--- config.mk ---
export PLATFORM = sky130hd
export DESIGN_NAME = sprite_line_mixer_flat
export DESIGN_NICKNAME = d
export VERILOG_FILES = /design/src/rtl/sprite_pkg.sv /design/src/rtl/sprite_line_mixer_if.sv /design/src/rtl/sprite_prio_enc.sv /design/src/rtl/sprite_line_mixer.sv /design/src/flat_wrapper.sv
export SDC_FILE = /design/constraint.sdc
export NUM_CORES = 1
export LEC_CHECK = 0
export BUFFER_PORTS_ARGS = -buffer_cell sky130_fd_sc_hd__buf_4
export CELL_PAD_IN_SITES_DETAIL_PLACEMENT = 1
export CELL_PAD_IN_SITES_GLOBAL_PLACEMENT = 1
export CORE_MARGIN = 3
export CORE_UTILIZATION = 40
export DETAILED_ROUTE_END_ITERATION = 16
export PLACE_DENSITY_LB_ADDON = 0.1
export SLEW_MARGIN = 20
export SYNTH_ARGS = -nofsm -noshare
export SYNTH_HDL_FRONTEND = slang
export SYNTH_HIERARCHICAL = 1
export SYNTH_SLANG_ARGS = --single-unit
--- constraint.sdc ---
create_clock -name clock_25 -period 5.9 [get_ports clock_25]
set_clock_uncertainty 0.15 [all_clocks]
set_input_delay 0.59 -clock clock_25 [delete_from_list [all_inputs] [get_ports clock_25]]
set_output_delay 0.59 -clock clock_25 [all_outputs]
set_load 0.05 [all_outputs]
--- src/rtl/sprite_pkg.sv ---
// Shared types and defaults for the sprite line mixer.
// Latency: n/a (types and constants only).
// Backpressure: n/a.
package sprite_pkg;

    localparam int NUM_LAYERS_DEF = 4;
    localparam int LINE_PIX_DEF   = 16;
    localparam int IDX_W_DEF      = 5;
    localparam int COLOR_W_DEF    = 24;

    typedef enum logic {
        ST_IDLE = 1'b0,
        ST_EMIT = 1'b1
    } state_t;

    // Index width that stays at least 1 bit wide for single-entry ranges.
    function automatic int clog2_min1(input int n);
        return (n > 1) ? $clog2(n) : 1;
    endfunction

endpackage

--- src/rtl/sprite_line_mixer_if.sv ---
// Line-in / pixel-out bundle of the sprite line mixer.
// Latency: n/a (wires only).
// Backpressure: line_valid/line_ready handshake on the segment side; pixel side has no backpressure.
// Ports: layer_mask, layer_idx, line_valid (source -> mixer); line_ready, pix_valid, pix_color, pix_blank (mixer -> sink).
interface sprite_line_mixer_if
    import sprite_pkg::*;
#(
    parameter int NUM_LAYERS = NUM_LAYERS_DEF,
    parameter int LINE_PIX   = LINE_PIX_DEF,
    parameter int IDX_W      = IDX_W_DEF,
    parameter int COLOR_W    = COLOR_W_DEF
);
    logic [NUM_LAYERS*LINE_PIX-1:0] layer_mask;
    logic [NUM_LAYERS*IDX_W-1:0]    layer_idx;
    logic                           line_valid;
    logic                           line_ready;
    logic                           pix_valid;
    logic [COLOR_W-1:0]             pix_color;
    logic                           pix_blank;

    modport master (
        output layer_mask, layer_idx, line_valid,
        input  line_ready, pix_valid, pix_color, pix_blank
    );

    modport slave (
        input  layer_mask, layer_idx, line_valid,
        output line_ready, pix_valid, pix_color, pix_blank
    );
endinterface

--- src/rtl/sprite_prio_enc.sv ---
// Priority encoder: picks the lowest-numbered asserted request.
// Latency: combinational.
// Backpressure: none.
// Ports: i_req (request vector), o_hit (any request), o_layer (winning index, 0 when no hit).
module sprite_prio_enc
    import sprite_pkg::*;
#(
    parameter int NUM_LAYERS = NUM_LAYERS_DEF,
    parameter int LAYER_W    = clog2_min1(NUM_LAYERS)
)(
    input  logic [NUM_LAYERS-1:0] i_req,
    output logic                  o_hit,
    output logic [LAYER_W-1:0]    o_layer
);
    always_comb begin
        o_hit   = |i_req;
        o_layer = '0;
        // Walk from the top down so the lowest set index is written last and wins.
        for (int n = NUM_LAYERS - 1; n >= 0; n--) begin
            if (i_req[n]) begin
                o_layer = LAYER_W'(n);
            end
        end
    end
endmodule

--- src/rtl/sprite_line_mixer.sv ---
// Sprite line mixer: double-buffered segments, per-pixel layer priority, palette lookup.
// Latency: accept to first pixel 2 edges; one registered pixel per cycle, back-to-back segments gapless.
// Backpressure: line_ready drops while the shadow buffer holds a segment; pixel output cannot stall.
// Ports: clock_25, rst (async active-low), bus (line in / pixel out), layer_en, pal_we/pal_addr/pal_data, bg_color, flush.
module sprite_line_mixer
    import sprite_pkg::*;
#(
    parameter int NUM_LAYERS = NUM_LAYERS_DEF,
    parameter int LINE_PIX   = LINE_PIX_DEF,
    parameter int IDX_W      = IDX_W_DEF,
    parameter int COLOR_W    = COLOR_W_DEF
)(
    input  logic                  clock_25,
    input  logic                  rst,
    sprite_line_mixer_if.slave    bus,
    input  logic [NUM_LAYERS-1:0] layer_en,
    input  logic                  pal_we,
    input  logic [IDX_W-1:0]      pal_addr,
    input  logic [COLOR_W-1:0]    pal_data,
    input  logic [COLOR_W-1:0]    bg_color,
    input  logic                  flush
);
    localparam int LAYER_W = clog2_min1(NUM_LAYERS);
    localparam int K_W     = clog2_min1(LINE_PIX);
    localparam logic [K_W-1:0] K_LAST = K_W'(LINE_PIX - 1);

    state_t                         r_state;
    logic [K_W-1:0]                 r_k;
    logic                           r_shd_full;
    logic [NUM_LAYERS*LINE_PIX-1:0] r_shd_mask;
    logic [NUM_LAYERS*IDX_W-1:0]    r_shd_idx;
    logic [NUM_LAYERS*LINE_PIX-1:0] r_act_mask;
    logic [NUM_LAYERS*IDX_W-1:0]    r_act_idx;
    logic [COLOR_W-1:0]             r_pal [2**IDX_W];
    logic                           r_pix_valid;
    logic [COLOR_W-1:0]             r_pix_color;
    logic                           r_pix_blank;

    logic                  w_accept;
    logic                  w_last;
    logic                  w_xfer;
    logic [K_W-1:0]        w_bitsel;
    logic [NUM_LAYERS-1:0] w_req;
    logic [IDX_W-1:0]      w_idx_arr [NUM_LAYERS];
    logic                  w_hit;
    logic [LAYER_W-1:0]    w_layer;
    logic [IDX_W-1:0]      w_idx;
    logic [COLOR_W-1:0]    w_pal_rd;

    assign bus.line_ready = rst & ~r_shd_full;
    assign bus.pix_valid  = r_pix_valid;
    assign bus.pix_color  = r_pix_color;
    assign bus.pix_blank  = r_pix_blank;

    // Flush wins over a same-edge accept: the offered segment is dropped.
    assign w_accept = bus.line_valid & bus.line_ready & ~flush;
    assign w_last   = (r_k == K_LAST);
    // Shadow moves to active when idle, or on the last pixel so the next line starts without a bubble.
    assign w_xfer   = r_shd_full & ((r_state == ST_IDLE) | ((r_state == ST_EMIT) & w_last));
    // Pixel 0 is the MSB of each layer's mask slice.
    assign w_bitsel = K_LAST - r_k;

    for (genvar n = 0; n < NUM_LAYERS; n++) begin : g_layer
        logic [LINE_PIX-1:0] w_lmask;
        assign w_lmask      = r_act_mask[n*LINE_PIX +: LINE_PIX];
        assign w_req[n]     = w_lmask[w_bitsel] & layer_en[n];
        assign w_idx_arr[n] = r_act_idx[n*IDX_W +: IDX_W];
    end

    sprite_prio_enc #(
        .NUM_LAYERS (NUM_LAYERS),
        .LAYER_W    (LAYER_W)
    ) u_prio (
        .i_req   (w_req),
        .o_hit   (w_hit),
        .o_layer (w_layer)
    );

    assign w_idx    = w_idx_arr[w_layer];
    // Read before the same-edge write lands, so a write to the pixel's entry shows up from the next pixel.
    assign w_pal_rd = r_pal[w_idx];

    // Palette is intentionally left out of reset.
    always_ff @(posedge clock_25) begin
        if (pal_we) begin
            r_pal[pal_addr] <= pal_data;
        end
    end

    always_ff @(posedge clock_25 or negedge rst) begin
        if (!rst) begin
            r_state     <= ST_IDLE;
            r_k         <= '0;
            r_shd_full  <= 1'b0;
            r_shd_mask  <= '0;
            r_shd_idx   <= '0;
            r_act_mask  <= '0;
            r_act_idx   <= '0;
            r_pix_valid <= 1'b0;
            r_pix_color <= '0;
            r_pix_blank <= 1'b0;
        end else if (flush) begin
            r_state     <= ST_IDLE;
            r_k         <= '0;
            r_shd_full  <= 1'b0;
            r_act_mask  <= '0;
            r_act_idx   <= '0;
            r_pix_valid <= 1'b0;
            r_pix_color <= '0;
            r_pix_blank <= 1'b0;
        end else begin
            if (r_state == ST_EMIT) begin
                r_pix_valid <= 1'b1;
                r_pix_color <= w_hit ? w_pal_rd : bg_color;
                r_pix_blank <= ~w_hit;
            end else begin
                r_pix_valid <= 1'b0;
                r_pix_color <= '0;
                r_pix_blank <= 1'b0;
            end

            // On a coincident accept and transfer the old shadow goes to active and the new one is loaded.
            if (w_accept) begin
                r_shd_full <= 1'b1;
                r_shd_mask <= bus.layer_mask;
                r_shd_idx  <= bus.layer_idx;
            end else if (w_xfer) begin
                r_shd_full <= 1'b0;
            end

            if (w_xfer) begin
                r_act_mask <= r_shd_mask;
                r_act_idx  <= r_shd_idx;
                r_k        <= '0;
                r_state    <= ST_EMIT;
            end else if (r_state == ST_EMIT) begin
                if (w_last) begin
                    r_k     <= '0;
                    r_state <= ST_IDLE;
                end else begin
                    r_k <= r_k + K_W'(1);
                end
            end
        end
    end
endmodule

--- src/flat_wrapper.sv ---
// flat-port wrapper written by rule: the top's interface ports become plain ports
module sprite_line_mixer_flat import sprite_pkg::*;
#(
    parameter int NUM_LAYERS = NUM_LAYERS_DEF,
    parameter int LINE_PIX   = LINE_PIX_DEF,
    parameter int IDX_W      = IDX_W_DEF,
    parameter int COLOR_W    = COLOR_W_DEF
)
  (clock_25, rst, layer_en, pal_we, pal_addr, pal_data, bg_color, flush, bus_layer_mask, bus_layer_idx, bus_line_valid, bus_line_ready, bus_pix_valid, bus_pix_color, bus_pix_blank);
  sprite_line_mixer_if #(.NUM_LAYERS(NUM_LAYERS), .LINE_PIX(LINE_PIX), .IDX_W(IDX_W), .COLOR_W(COLOR_W)) bus_i ();
  input  logic clock_25;
  input  logic rst;
  input  logic [NUM_LAYERS-1:0] layer_en;
  input  logic pal_we;
  input  logic [IDX_W-1:0] pal_addr;
  input  logic [COLOR_W-1:0] pal_data;
  input  logic [COLOR_W-1:0] bg_color;
  input  logic flush;
  input wire logic [$bits(bus_i.layer_mask)-1:0] bus_layer_mask;
  input wire logic [$bits(bus_i.layer_idx)-1:0] bus_layer_idx;
  input wire logic [$bits(bus_i.line_valid)-1:0] bus_line_valid;
  output wire logic [$bits(bus_i.line_ready)-1:0] bus_line_ready;
  output wire logic [$bits(bus_i.pix_valid)-1:0] bus_pix_valid;
  output wire logic [$bits(bus_i.pix_color)-1:0] bus_pix_color;
  output wire logic [$bits(bus_i.pix_blank)-1:0] bus_pix_blank;
  assign bus_i.layer_mask = bus_layer_mask;
  assign bus_i.layer_idx = bus_layer_idx;
  assign bus_i.line_valid = bus_line_valid;
  assign bus_line_ready = bus_i.line_ready;
  assign bus_pix_valid = bus_i.pix_valid;
  assign bus_pix_color = bus_i.pix_color;
  assign bus_pix_blank = bus_i.pix_blank;
  sprite_line_mixer #(.NUM_LAYERS(NUM_LAYERS), .LINE_PIX(LINE_PIX), .IDX_W(IDX_W), .COLOR_W(COLOR_W)) u_core (.clock_25(clock_25), .rst(rst), .bus(bus_i), .layer_en(layer_en), .pal_we(pal_we), .pal_addr(pal_addr), .pal_data(pal_data), .bg_color(bg_color), .flush(flush));
endmodule
# --- Word level (Yosys, flattened, before mapping) ---
# Memory sizes are Yosys's and may differ from the RTL's.
# Index checks and enable logic that the tools add are counted.
op_classes:
  bitwise_logic: 15
  add_sub_neg: 2
  reduce_logical: 5
  order_cmp: 2
  n_eq_ne: 1
  mux: 39
ops:
  columns: ["operator", "n"]
  rows:
  - ["2-to-1 mux 64 bit", 2]
  - ["2-to-1 mux 24 bit", 3]
  - ["2-to-1 mux 20 bit", 2]
  - ["2-to-1 mux 1 bit", 17]
  - ["binary-select mux 1 bit (select 4 bit)", 4]
  - ["2-to-1 mux 4 bit", 4]
  - ["binary-select mux 5 bit (select 2 bit)", 1]
  - ["2-to-1 mux 5 bit", 2]
  - ["bitwise AND 1 bit", 9]
  - ["2-to-1 mux 2 bit", 4]
  - ["nonzero test 3 bit", 2]
  - ["less-than comparator 4 x 5 -> 1 bit, second input constant", 1]
  - ["adder 4 x 1 -> 4 bit, second input constant", 1]
  - ["equality test 4 bit, second input constant", 1]
  - ["NOT 1 bit", 4]
  - ["OR reduction 4 bit", 1]
  - ["subtractor 4 bit, first input constant", 1]
  - [">= comparator 3 bit, second input constant", 1]
  - ["NOT 2 -> 3 bit", 1]
  - ["AND reduction 2 bit", 1]
  - ["nonzero test 2 bit", 1]
  - ["OR 1 bit", 1]
totals:
  word_cells: 75
  output_inout_bits: 27
  mem_count: 1
  ff_bits: 200
  ramBits: 768
memory_table:
  columns: ["memory", "depth", "word_bits", "rd", "rd_clocked_by_memory_dff", "write_ports", "line", "source"]
  rows:
  - ["u_core.r_pal", 32, 24, 1, 0, 1, "sprite_line_mixer.sv:34", "logic [COLOR_W-1:0] r_pal [2**IDX_W];"]

# --- Depth between registers and ports, before layout ---
# An unclocked memory read counts as a cell.
depth:
  depth_word: 16
  mapped_depth: 17
  ltp_nobuf: 11

# --- Modules after synthesis ---
# Netlist, hierarchy kept.
modules_own_cells:
  columns: ["module", "cells_per_inst", "area_each_um2", "n_inst"]
  rows:
  - ["sprite_line_mixer", 2351, 38370.6, 1]
  - ["sprite_prio_enc", 7, 35.0, 1]

# --- Worst setup path before layout ---
# Ideal clock, no wire load.
synth_timing:
  path_kind: "flip-flop to flip-flop"
  startpoint: "register u_core.r_k[0]"
  endpoint: "register u_core.r_pix_color[22], in the netlist u_core/bus.pix_color[22]"
  path_buffers: 5
  slack_ns: 1.372
  stages_incl_launch_ff: 17
  arrival_ns: 4.294
  setup_time_ns: 0.084
  cell_sequence: "dfrtp_1 -> buf_2 -> buf_2 -> mux4_2 -> mux4_2 -> and2_1 -> nand2b_1 -> a21oi_2 -> buf_6 -> mux4_2 -> buf_12 -> buf_12 -> mux2i_1 -> mux2i_1 -> o22ai_1 -> or4_1 -> a41oi_2"
synth_between:
  word_cells_on_any_way: 26
  cone_classes: "add/sub: 1; mux: 18; bitwise: 5; reduce/logical: 1; memory: 1"
synth_lines:
  columns: ["item", "line", "source"]
  rows:
  - ["start: declaration", "sprite_line_mixer.sv:28", "logic [K_W-1:0] r_k;"]
  - ["start signal: assignment", "sprite_line_mixer.sv:141", "r_k <= r_k + K_W'(1);"]
  - ["subtractor 4 bit", "sprite_line_mixer.sv:61", "assign w_bitsel = K_LAST - r_k;"]
  - ["binary-select mux 1 bit (select 4 bit)", "sprite_line_mixer.sv:66", "assign w_req[n] = w_lmask[w_bitsel] & layer_en[n];"]
  - ["2-to-1 mux 1 bit (implied by the code)", "sprite_line_mixer.sv:66", null]
  - ["bitwise AND 1 bit", "sprite_line_mixer.sv:66", null]
  - ["net u_core.w_req[2]", "sprite_line_mixer.sv:43", "logic [NUM_LAYERS-1:0] w_req;"]
  - ["2-to-1 mux 2 bit (3 in a row)", "sprite_prio_enc.sv:20", "if (i_req[n]) begin"]
  - ["net u_core.w_layer[0]", "sprite_line_mixer.sv:46", "logic [LAYER_W-1:0] w_layer;"]
  - ["NOT 2 -> 3 bit (implied by the code)", "sprite_line_mixer.sv:79", "assign w_idx = w_idx_arr[w_layer];"]
  - ["binary-select mux 5 bit (select 2 bit)", "sprite_line_mixer.sv:79", null]
  - ["2-to-1 mux 5 bit (implied by the code) (2 in a row)", "sprite_line_mixer.sv:79", null]
  - ["memory (32 x 24 bit)", null, null]
  - ["2-to-1 mux 24 bit", "sprite_line_mixer.sv:114", "r_pix_color <= w_hit ? w_pal_rd : bg_color;"]
  - ["2-to-1 mux 24 bit", "sprite_line_mixer.sv:112", "if (r_state == ST_EMIT) begin"]
  - ["2-to-1 mux 24 bit", "sprite_line_mixer.sv:102", "end else if (flush) begin"]
  - ["end signal: assignment", "sprite_line_mixer.sv:114", null]
  - ["end: declaration", "sprite_line_mixer.sv:36", "logic [COLOR_W-1:0] r_pix_color;"]
# The timed path passes the listed nets, and every way through them passes these cells. The select of a mux whose other input is x is not followed.
# A chain may end at the register's enable or synchronous reset.

# --- Worst setup path in the final report ---
layout_timing:
  startpoint: "register u_core.r_k[0]"
  endpoint: "register u_core.r_pix_color[8], in the netlist u_core/bus.pix_color[8]"
layout_between:
  word_cells_on_any_way: 26
  cone_classes: "add/sub: 1; mux: 18; bitwise: 5; reduce/logical: 1; memory: 1"
layout_lines:
  columns: ["item", "line"]
  rows:
  - ["subtractor 4 bit", "sprite_line_mixer.sv:61"]
  - ["binary-select mux 1 bit (select 4 bit)", "sprite_line_mixer.sv:66"]
  - ["2-to-1 mux 1 bit (implied by the code)", "sprite_line_mixer.sv:66"]
  - ["bitwise AND 1 bit", "sprite_line_mixer.sv:66"]
  - ["net u_core.w_req[0]", "sprite_line_mixer.sv:43"]
  - ["2-to-1 mux 2 bit", "sprite_prio_enc.sv:20"]
  - ["net u_core.w_layer[1]", "sprite_line_mixer.sv:46"]
  - ["NOT 2 -> 3 bit (implied by the code)", "sprite_line_mixer.sv:79"]
  - ["binary-select mux 5 bit (select 2 bit)", "sprite_line_mixer.sv:79"]
  - ["2-to-1 mux 5 bit (implied by the code) (2 in a row)", "sprite_line_mixer.sv:79"]
  - ["memory (32 x 24 bit)", null]
  - ["2-to-1 mux 24 bit", "sprite_line_mixer.sv:114"]
  - ["2-to-1 mux 24 bit", "sprite_line_mixer.sv:112"]
  - ["2-to-1 mux 24 bit", "sprite_line_mixer.sv:102"]
# The timed path passes the listed nets, and every way through them passes these cells. The select of a mux whose other input is x is not followed.

==> impl_metrics.csv <==
group,metric,value,unit
finish,multi_input_area,0.00967,mm²
sta,slew_headroom,0.211,
yosys,synthTopCellsByArea,"edfxtp_1, dfrtp_1, mux2i_1, mux4_2, nand2_1",
detailed_routing,avgViaCountPerCell,5.49,
worst_setup_path,r2r_start,"u_core/r_k[0]",
cts,clock_latency,0.67,ns
floorplan,die-area,0.0998,mm²
finish,register_area,0.0281,mm²
sta,tightest_slew,1.18,ns
yosys,synth_top_area_cell,"edfxtp_1",
yosys,synth_edf_count,768,
detailed_routing,dr.pass1.iters,5,
finish,utilization,0.479,
worst_setup_path,cp-end-kind,"flop",
worst_setup_path,critPathKind,"flop to flop",
finish,final_common_cell,"edfxtp_1",
floorplan,core,0.0952,mm²
place,place_area,0.0412,mm²
sta,rsz0062_at_grt,"no",
global_route,gr-total-overflow,0,
detailed_routing,wirelength_met1,47100,µm
sta,finalHoldViolCount,0,
worst_setup_path,crit_slowest_cell,"and2_1",
yosys,synth_top_area_share,0.600,
yosys,yosys.cell_types.count,44,
sta,fin_tns_setup,0,ns
yosys,ys_ff_latch,968,
global_route,antenna_found_initial,1,
cts,cts_tree,"yes",
worst_setup_path,start_kind,"flop",
run_status,status,"finished, final reports clean",
yosys,syn_avg_cell_area,16.3,µm²
finish,layout_common_cells,"edfxtp_1, nand2_1, mux2i_1",
hold_path,hold_depth,2,
worst_setup_path,arrival,5.67,ns
cts,cts.sinks,968,
finish,antenna-diode-count,0,
worst_setup_path,r2r_end,"u_core/bus.pix_color[8]",
detailed_routing,wl_met3,4980,µm
finish,area_growth,18.8,%
worst_setup_path,crit_fanout,27,
global_route,grt_pass1_vias,23484,
finish,fill_cells,9100,
yosys,ys_seq_area_frac,0.731,
sta,final_max_slew_viol_count,0,
cts,clkTransAtPathRegs,0.06,ns
power_and_ir_drop,total_power,15.4,mW
power_and_ir_drop,vdd_drop_max,0.220,mV
floorplan,ios,173,
cts,root_buffer,"clkbuf_16",
detailed_routing,drcViolationCount,0,
yosys,syn-num-nets,2505,
sta,timing.hold.ws,0.0513,ns
hold_path,hp-start,"bus_layer_idx[9]",
floorplan,fp.dieW,316,µm
floorplan,row_count,113,
place,gp_congestion,0.786,
yosys,async_flop_share,0.207,
detailed_routing,drtIter0Drc,1546,
sta,setup_viol,0,
hold_path,min_to,"u_core/r_shd_idx[9]",
place,dp_hpwl,63800,µm
worst_setup_path,critPathMaxStageDelay,0.97,ns
hold_path,hold_path.class,"input port to flop",
detailed_routing,wl,106000,µm
yosys,ys_warn_count,6,
detailed_routing,highest_layer,"met4",
yosys,netlist_instances,2358,
place,dp.cells,3705,
cts,cts_buffers,104,
finish,final_net_count,2778,
sta,fin_ws,0.584,ns
finish,drive_gt1_frac,0.225,
sta,fmaxAchievable,0.188,GHz
global_route,grt_max_degree,90,
global_route,grt_pass1_wl,157000,µm
power_and_ir_drop,power_density,338,mW/mm²
finish,fin_area,0.0456,mm²
floorplan,start_util,0.404,
yosys,synth_ff_type,"edfxtp_1",
flow_run,drv_cap,0,
detailed_routing,routed-wl-met2,51900,µm
worst_setup_path,r2r_cells,12,
cts,clockBufferDepth,3,
worst_setup_path,crit_chain,"buf_4 > mux4_2 > mux4_2 > and2_1 > nor3_1 > buf_4 > mux4_2 > and2_1 > buf_4 > a22oi_1 > nand3_1 > a41oi_1",
floorplan,fp.dieH,316,µm
cts,h-tree-depth,3,
detailed_routing,wl_per_cell,26.7,µm
global_route,globalRouteTotalUtil,0.214,
power_and_ir_drop,p_leak,15.5,nW
place,place_ws,0.514,ns
worst_setup_path,r2r_slack,0.58,ns
place,port_buffers,172,
sta,min_period,5.32,ns
sta,fin_crit_sh,0.901,
yosys,synth_area,0.0384,mm²
finish,fin_cells,3985,
detailed_routing,final_antenna_net_count,0,
detailed_routing,vias,21887,
worst_setup_path,cp.required,6.26,ns
==> layout make-up <==
| class | count | share of cell area |
|---|---|---|
| inverter | 1 | 0.0000823 |
| multi-input combinational | 1233 | 0.212 |
| clock buffer | 158 | 0.0679 |
| timing repair buffer | 323 | 0.0601 |
| tap | 1265 | 0.0347 |
| sequential | 968 | 0.615 |
| clock inverter | 37 | 0.00982 |
==> state kept, by name, indices dropped and copies added, names as in the netlist <==
| register | cells |
|---|---|
| u_core/bus.pix_color | 24 |
| u_core/r_shd_full | 1 |
| u_core/r_shd_idx | 20 |
| u_core/r_act_idx | 20 |
| u_core/r_state | 1 |
| u_core/r_pal | 768 |
| u_core/r_act_mask | 64 |
| u_core/r_k | 4 |
| u_core/bus.pix_blank | 1 |
| u_core/r_shd_mask | 64 |
| u_core/bus.pix_valid | 1 |
==> critical path, delay by kind of cell (launching register included) <==
family	cells	cell delay, ns
AND/OR/NAND/NOR	4	1.50
multiplexers	3	1.75
buffers and inverters	3	0.85
flip-flops	1	0.65
AO/OA/AOI/OAI	2	0.22
==> synthesized netlist by cell type, types with 2 or more instances <==
cell type	n
dfrtp_1	200
nor3_1	2
a211oi_1	24
mux4_2	69
buf_1	9
buf_2	35
nor2b_1	29
nand2_1	274
mux4_1	2
a41oi_2	11
a22oi_1	25
edfxtp_1	768
buf_12	2
buf_6	16
clkbuf_1	80
nand2b_1	3
or3b_2	2
or3_1	24
and2_1	6
and3b_1	2
a32oi_1	24
nand3b_1	5
nand3_1	52
o22ai_1	24
mux2i_1	271
a21oi_1	136
nor2_1	91
buf_4	13
o32ai_1	23
mux2_2	85
o21ai_0	26
a41oi_1	13
==> cells by family (layout without fill, tap and decap cells) <==
group | after synthesis | after routing | synth area share
flops | 968 | 968 | 0.731
simple gates | 495 | 495 | 0.0559
mux | 427 | 427 | 0.137
compound gates | 309 | 309 | 0.0536
buf+inv | 157 | 519 | 0.0218
fa+ha+maj | 1 | 1 | 0.000326
xor+xnor | 1 | 1 | 0.000228
==> routing by layer <==
| metal | GRT usage | vias to the layer above |
|---|---|---|
| li1 | - | 9591 |
| met1 | 0.296 | 11644 |
| met2 | 0.356 | 514 |
| met3 | 0.0326 | 138 |
| met4 | 0.0548 | 0 |
| met5 | 0 | - |
==> how the worst max path moves through the flow <==
stage | startpoint | endpoint
after floorplan | u_core/r_k[0] | u_core/bus.pix_color[22]
after global placement | u_core/r_k[0] | u_core/bus.pix_color[1]
after detailed placement | u_core/r_k[0] | u_core/bus.pix_color[8]
after CTS | u_core/r_k[0] | u_core/bus.pix_color[21]
after global routing | u_core/r_k[0] | u_core/bus.pix_color[8]
final | u_core/r_k[0] | u_core/bus.pix_color[8]
==> power breakdown <==
part	internal [mW]	leakage [nW]	switching, mW	total, mW
clock	3.98	1.75	2.68	6.65
sequential	7.60	9.52	0.115	7.71
combinational	0.426	4.25	0.604	1.03
total	12.0	15.5	3.39	15.4
==> what timing repair did <==
item / 4_1_cts / 5_1_grt
gates resized for setup: 0 / 0
hold buffers: 84 / 0
hold endpoints to repair: 127 / 0
setup buffers: 0 / 0
Power figures use the tool's default switching activity.
